[config.mk]
export PLATFORM = sky130hd
export DESIGN_NAME = uart_tx32
export DESIGN_NICKNAME = d
export VERILOG_FILES = /design/src/rtl/uart_pkg.sv /design/src/rtl/uart_baud_tick.sv /design/src/rtl/uart_tx32.sv
export SDC_FILE = /design/constraint.sdc
export NUM_CORES = 1
export LEC_CHECK = 0
export ABC_AREA = 1
export CORE_ASPECT_RATIO = 0.6
export CORE_UTILIZATION = 43
export CTS_BUF_LIST = sky130_fd_sc_hd__clkbuf_4 sky130_fd_sc_hd__clkbuf_8
export DETAILED_ROUTE_END_ITERATION = 16
export GPL_ROUTABILITY_DRIVEN = 0
export HOLD_SLACK_MARGIN = 0.02
export PLACE_DENSITY = 0.69
export RECOVER_POWER = 25
export SLEW_MARGIN = 15
export SYNTH_ARGS = -nofsm -noshare
export SYNTH_HDL_FRONTEND = slang
export SYNTH_HIERARCHICAL = 1
export SYNTH_SLANG_ARGS = --single-unit
[constraint.sdc]
create_clock -name clk -period 2.16 [get_ports clk]
set_clock_uncertainty 0.05 [all_clocks]
set_input_delay 0.54 -clock clk [delete_from_list [all_inputs] [get_ports clk]]
set_output_delay 0.54 -clock clk [all_outputs]
set_load 0.01 [all_outputs]
[src/rtl/uart_pkg.sv]
// Shared UART definitions used by both the transmitter and the receiver.
//   uart_state_e : frame state encoding (IDLE, START, DATA, PARITY, STOP)
//   DATA_W       : data bits per frame
//   FRAME_BITS   : start + data + parity + stop
//   IDLE_LEVEL   : line level between frames
package uart_pkg;

    typedef enum logic [2:0] {
        IDLE   = 3'd0,
        START  = 3'd1,
        DATA   = 3'd2,
        PARITY = 3'd3,
        STOP   = 3'd4
    } uart_state_e;

    localparam int   DATA_W     = 32;
    localparam int   FRAME_BITS = 35;
    localparam logic IDLE_LEVEL = 1'b1;

endpackage

[src/rtl/uart_baud_tick.sv]
// Bit-period divider: counts 0..TICK-1 while enabled and flags the last
// clock of each bit period.
//   clk       : system clock
//   rst       : synchronous active-high reset
//   enable    : advance the counter this clock
//   clear     : restart the bit period (wins over enable)
//   tick_last : counter is at TICK-1 (current clock ends the bit)
module uart_baud_tick #(
    parameter int TICK = 10416
) (
    input  logic clk,
    input  logic rst,
    input  logic enable,
    input  logic clear,
    output logic tick_last
);

    localparam int            CW   = (TICK > 1) ? $clog2(TICK) : 1;
    localparam logic [CW-1:0] LAST = CW'(TICK - 1);

    logic [CW-1:0] cnt_q, cnt_d;

    always_comb begin
        cnt_d = cnt_q;
        if (clear) begin
            cnt_d = '0;
        end else if (enable) begin
            cnt_d = (cnt_q == LAST) ? '0 : cnt_q + CW'(1);
        end
    end

    always_ff @(posedge clk) begin
        if (rst) begin
            cnt_q <= '0;
        end else begin
            cnt_q <= cnt_d;
        end
    end

    assign tick_last = (cnt_q == LAST);

endmodule

[src/rtl/uart_tx32.sv]
// 32-bit UART transmitter: start(0), 32 data bits LSB first, parity, stop(1),
// every bit held for TICK clocks.
//   clk        : system clock
//   rst        : synchronous active-high reset
//   enable     : freezes all state and the line when low
//   tx_data    : word to send, sampled on accept
//   tx_valid   : upstream word available
//   tx_ready   : idle and enabled; accept = tx_valid && tx_ready
//   serial_out : registered UART line, idles high
//   busy       : frame in progress (cycle after accept .. end of stop bit)
//   done       : one-clock pulse in the last cycle of the stop bit
module uart_tx32
    import uart_pkg::*;
#(
    parameter int TICK       = 10416,
    parameter int DATA_W     = 32,
    parameter bit PARITY_ODD = 1'b0
) (
    input  logic              clk,
    input  logic              rst,
    input  logic              enable,
    input  logic [DATA_W-1:0] tx_data,
    input  logic              tx_valid,
    output logic              tx_ready,
    output logic              serial_out,
    output logic              busy,
    output logic              done
);

    localparam logic [4:0] LAST_BIT = 5'(DATA_W - 1);

    uart_state_e       state_q, state_d;
    logic [DATA_W-1:0] shift_q, shift_d;
    logic [4:0]        bit_q, bit_d;
    logic              par_q, par_d;
    logic              serial_q, serial_d;
    logic              busy_q, busy_d;
    logic              accept, run, tick_last;

    assign tx_ready = enable && (state_q == IDLE);
    assign accept   = tx_valid && tx_ready;
    // Bit timer only runs while a frame is in flight and the block is enabled.
    assign run      = enable && (state_q != IDLE);

    uart_baud_tick #(.TICK(TICK)) u_baud (
        .clk       (clk),
        .rst       (rst),
        .enable    (run),
        .clear     (accept),
        .tick_last (tick_last)
    );

    always_comb begin
        state_d = state_q;
        shift_d = shift_q;
        bit_d   = bit_q;
        par_d   = par_q;
        busy_d  = busy_q;
        done    = 1'b0;
        if (accept) begin
            state_d = START;
            shift_d = tx_data;
            par_d   = (^tx_data) ^ PARITY_ODD;
            busy_d  = 1'b1;
        end else if (run && tick_last) begin
            case (state_q)
                START: begin
                    state_d = DATA;
                    bit_d   = '0;
                end
                DATA: begin
                    shift_d = shift_q >> 1;
                    if (bit_q == LAST_BIT) begin
                        state_d = PARITY;
                        bit_d   = '0;
                    end else begin
                        bit_d = bit_q + 5'd1;
                    end
                end
                PARITY: state_d = STOP;
                STOP: begin
                    state_d = IDLE;
                    busy_d  = 1'b0;
                    done    = 1'b1;
                end
                default: ;
            endcase
        end

        // Line level is registered from the next state so it lines up with
        // the state/tick counter; a frozen frame recomputes the same level.
        case (state_d)
            START:   serial_d = 1'b0;
            DATA:    serial_d = shift_d[0];
            PARITY:  serial_d = par_d;
            default: serial_d = IDLE_LEVEL;
        endcase
    end

    always_ff @(posedge clk) begin
        if (rst) begin
            state_q  <= IDLE;
            shift_q  <= '0;
            bit_q    <= '0;
            par_q    <= 1'b0;
            serial_q <= IDLE_LEVEL;
            busy_q   <= 1'b0;
        end else begin
            state_q  <= state_d;
            shift_q  <= shift_d;
            bit_q    <= bit_d;
            par_q    <= par_d;
            serial_q <= serial_d;
            busy_q   <= busy_d;
        end
    end

    assign serial_out = serial_q;
    assign busy       = busy_q;

endmodule

# Yosys cells after proc, flatten, opt, wreduce, memory -nomap -nowiden
# Cells that the tools add are included.
[totals]
ff_bits = 57
inputBits = 36
out_inout_bits = 4
word_cells = 53
[op_classes]
n_addsub = 2
n_eq_ne = 9
mux = 18
bitwise = 1
n_reduce_logical = 15
[ops]
columns = ["operator", "count"]
rows = [
  ["32-bit 2-to-1 mux", 3],
  ["32-bit parity", 1],
  ["14-bit by 1-bit adder with 14-bit output, second input constant", 1],
  ["14-bit equality test, second input constant", 1],
  ["14-bit 2-to-1 mux", 1],
  ["3-bit by 2-bit equality test with 1-bit output, second input constant", 4],
  ["3-bit one-hot mux with 4 select lines", 1],
  ["5-bit one-hot mux with 2 select lines", 1],
  ["3-bit 2-to-1 mux", 3],
  ["2-bit nonzero test", 4],
  ["1-bit 2-to-1 mux", 7],
  ["3-bit by 1-bit equality test with 1-bit output, second input constant", 2],
  ["5-bit by 1-bit adder with 5-bit output, second input constant", 1],
  ["5-bit equality test, second input constant", 1],
  ["5-bit 2-to-1 mux", 1],
  ["1-bit logical AND", 4],
  ["2-bit AND reduction", 2],
  ["3-bit equality test, second input constant", 1],
  ["3-bit zero test", 1],
  ["1-bit one-hot mux with 3 select lines", 1],
  ["3-bit AND reduction", 1],
  ["3-bit nonzero test", 1],
  ["2-bit OR reduction", 1],
  ["1-bit inverter", 1],
]

# Depth between registers and ports, before layout
[depth]
depth_word = 7
ltp_mapped = 14
mapped_depth_nobuf = 14

# Hierarchy
# Netlist, hierarchy kept.
[modules_own_cells]
columns = ["module", "n_inst", "cells_per_inst", "area_each_um2", "seq_area_each_um2"]
rows = [
  ["uart_tx32", 1, 404, 2602.5, 860.8],
  ["uart_baud_tick", 1, 106, 787.0, 280.3],
]

# Least setup slack after synthesis
# OpenSTA, ideal clock, no wires.
[synth_path]
path_kind = "register -> output"
from = "register u_baud.cnt_q[0]"
to = "output done"
arrival_ns = 1.611
t_required_ns = 1.570
path_slack_ns = -0.041
path_stages_with_launch = 8
path_buffers = 0
cell_sequence = "dfxtp_1 ha_1 nand3_1 nor4_1 nand2_4 inv_4 nand2_1 inv_1"
[synth_via]
elab_chain_len = 4
[synth_rtl]
columns = ["element", "line", "rtl"]
rows = [
  ["start, declared", "uart_baud_tick.sv:21", "logic [CW-1:0] cnt_q, cnt_d;"],
  ["start signal, assigned", "uart_baud_tick.sv:36", "cnt_q <= cnt_d;"],
  ["14-bit equality test", "uart_baud_tick.sv:40", "assign tick_last = (cnt_q == LAST);"],
  ["named net tick_last", "uart_tx32.sv:38", "logic accept, run, tick_last;"],
  ["1-bit logical AND", "uart_tx32.sv:65", "end else if (run && tick_last) begin"],
  ["1-bit 2-to-1 mux", "uart_tx32.sv:65", ""],
  ["1-bit 2-to-1 mux", "uart_tx32.sv:60", "if (accept) begin"],
  ["end, declared", "uart_tx32.sv:27", "output logic done"],
]
# The timed path passes the listed nets, and every way through them passes these cells.

# Worst setup path in the final report
[layout_path]
from = "register u_baud.cnt_q[1]"
to = "output done"
# Same word-level chain as after synthesis.

==> summary.txt <==
Outcome
  – Outcome: complete, but fails checks
  – Failing checks: setup timing

Routing
  – Post-Route WL: 8.73 mm
  – Met3 WL: 552 um
  – Number of vias per cell: 4.91
  – Top sig layer: met4
  – WL/cell: 12.4 um
  – Number of remaining DRC errors: 0
  – M1 WL: 4.43 mm
  – DR vias: 3449
  – ANT nets after route: 0
  – DRT iter0 DRCs: 266
  – Metal2 WL: 3.67 mm
  – Pre-antenna DRT Iters: 4

Synth
  – Syn_nets: 550
  – Synth Area in Compound Gates: 12.3%
  – Yosys cell types: 36
  – Largest area contributor in the netlist: dfxtp_1
  – Cell area after synthesis: 3390 um^2
  – Synth Area in Simple Gates: 37.1%
  – Main combinational cell family by area after synthesis: simple AND/OR/NAND/NOR gates
  – Syn Area/Cell: 6.65 um^2
  – Syn Inst Count: 510
  – Synth Area in Adders: 1.48%
  – Synth Warn #: 6
  – Multiplexer area fraction after synthesis: 0.295%
  – Synth area leaders: dfxtp_1 (34%), nand2_1 (22%), nand3_1 (5.0%)
  – Synth top area share: 33.7%
  – Yosys reg bits: 57
  – Register area share after synthesis: 33.7%
  – Synth Area in XOR/XNOR: 7.24%

Worst setup path
  – Worst Setup End Kind: primary output
  – R2R cell count: 13
  – Max incr delay on CP: 0.35 ns
  – CP Max Fanout: 2
  – Worst Path Arrival: 1.71 ns
  – Crit start category: register
  – Slowest stage cell on the critical path: dfxtp_2
  – Critical Path, Cell by Cell: ha_4 -> nand3_4 -> nor4_4 -> buf_4 -> nand2_4 -> inv_4 -> nand2_4 -> inv_2 -> buf_6
  – Most frequent CP cell: nand2_4
  – Crit Path Category: reg2out
  – WP buf/inv: 4
  – Delay-heaviest family, CP: simple AND/OR/NAND/NOR gates
  – Req. time, crit path: 1.57 ns
  – Crit path depth: 9

Clocking
  – Hold_buf cts: 0
  – Clock Path Buffers: 2
  – Worst-path clk slew: 0.06 ns
  – CTS buffer count: 9
  – H-tree levels: 3
  – TritonCTS clock tree: done
  – Clk sinks: 57
  – Worst skew pair latency: 0.34 ns
  – Root Buffer: clkbuf_8

Die
  – FP Rows: 24
  – Die area: 8250 um^2
  – Area of the core: 7450 um^2
  – Starting Density: 45.5%
  – Die Ht: 70.8 um
  – Die extent in x: 117 um
  – I/O pin cnt: 40

Final layout
  – Area Growth Syn to Fin: 31.5%
  – Most common cell after layout, fill and taps aside: nand2_1
  – Diodes inserted: 0
  – Share of layout cells above drive strength 1: 17.5%
  – # fillers: 682
  – Non-filler cells, final: 703
  – Commonest cells after routing, fill and taps aside: nand2_1 (196), dfxtp_1 (54), buf_4 (49)
  – # nets final: 634
  – Design area: 4460 um^2

Power and ir drop
  – Maximum vdd drop: 0.000357 V
  – Pwr dens: 555 nW/um^2
  – Overall power: 2470 uW
  – Leak Pwr: 0.00200 uW

STA
  – RSZ-0062 raised after global routing: yes
  – Slew @ Worst Pin: 0.375 ns
  – Worst setup margin: -0.145 ns
  – Worst Hold Slack: 0.418 ns
  – Period Utilization, post-route: 107%
  – Final setup viols: 2
  – Max-slew violations: 0
  – Tmin final: 2.30 ns
  – FMAX: 0.434 GHz
  – Final Hold Fails: 0
  – Max_slew headroom: 74.9%

Global route
  – Total grt overflow: 0
  – Largest net degree at the start of global routing: 33
  – First-pass GRT wire length: 15.0 mm
  – Vias in the first global route: 3286
  – Gr usage total: 23.3%
  – Antenna violations before repair: 0

Placed design
  – Post-DP HPWL: 6.41 mm
  – Total placed cells including tap cells: 686
  – Placed Area: 4210 um^2
  – I/O Buffers: 39

Min path
  – Min-Delay Path Depth: 2
  – Hold Path Class: reg2reg

Job
  – Max_cap viols: 0
## sequential cells by signal, summed over array words and instances (netlist names)
signal / flops
shift_q: 32
busy: 1
serial_out: 1
u_baud/cnt_q: 14
bit_q: 5
par_q: 1
state_q: 3
## routing by layer
metal / vias to the layer above / track usage [%]
li1: 1815 / -
met1: 1532 / 33.7
met2: 90 / 34.8
met3: 12 / 5.91
met4: 0 / 4.78
met5: - / 0
## power breakdown
group	internal, uW	total, uW	switching (uW)
Combinational	196	446	250
Clock	499	918	420
Sequential	1090	1110	20.6
## cell usage after synthesis (all sizes together)
library cell  count
o211ai            1
xor2             17
nor2             40
nor4              1
o21bai            1
clkbuf            6
a32oi            13
inv              45
nor3              3
xnor2            11
nand3            34
o21ai             7
buf              11
nor3b             2
a211oi            1
mux2i             1
or2               5
a31oi            17
dfxtp            57
ha                4
nand4             5
a21oi            23
nand2           205
## worst reg2reg max path, delay by kind of cell (launching register included)
| kind | cells | cell delay, ns |
|---|---|---|
| AOI/OAI and AO/OA | 2 | 0.20 |
| adders and majority gates | 1 | 0.15 |
| buffers and inverters | 3 | 0.49 |
| DFF | 1 | 0.35 |
| and+or+nand+nor | 7 | 0.89 |
## cell families (layout without fill, tap and decap cells)
group                    after synthesis  after routing
adder cells (fa/ha/maj)                4              4
multiplexers                           1              1
flip-flops                            57             57
AND/OR/NAND/NOR                      295            295
buffers and inverters                 62            151
XOR/XNOR                              28             28
AO/OA/AOI/OAI                         63             63
## stage by stage
stage	setup TNS (ns)	util [%]	setup slack, ns
floorplan	0	-	0.0779
global placement	-6.90	56.5	-0.441
detailed placement	-7.78	56.5	-0.431
CTS	-0.315	59.4	-0.141
global route	-2.76	59.8	-0.239
finish	-0.208	59.8	-0.145
## cell type report
class                      instances  area (um^2)  share of cell area [%]
clock buffer                      13          166                    3.73
inverter                          45          171                    3.85
sequential                        57         1140                    25.7
tap                              104          130                    2.92
timing repair buffer              90          790                    17.7
multi-input combinational        391         2040                    45.8
clock inverter                     3         15.0                   0.337
## final timing paths
| kind | start | end | slack, ns |
|---|---|---|---|
| hold / removal | shift_q[29] | shift_q[29] | 0.42 |
| hold reg to reg | shift_q[29] | shift_q[29] | 0.42 |
| setup / recovery | u_baud/cnt_q[1] | done | -0.14 |
| setup reg to reg | u_baud/cnt_q[1] | serial_out | -0.06 |
## what timing repair did
item	CTS	global route
gates resized for setup	19	4
setup buffers	0	1
pin swaps	3	2
endpoints found under the setup margin	35	35
cloned	0	0
No activity file was read; power rests on OpenSTA's default activity.
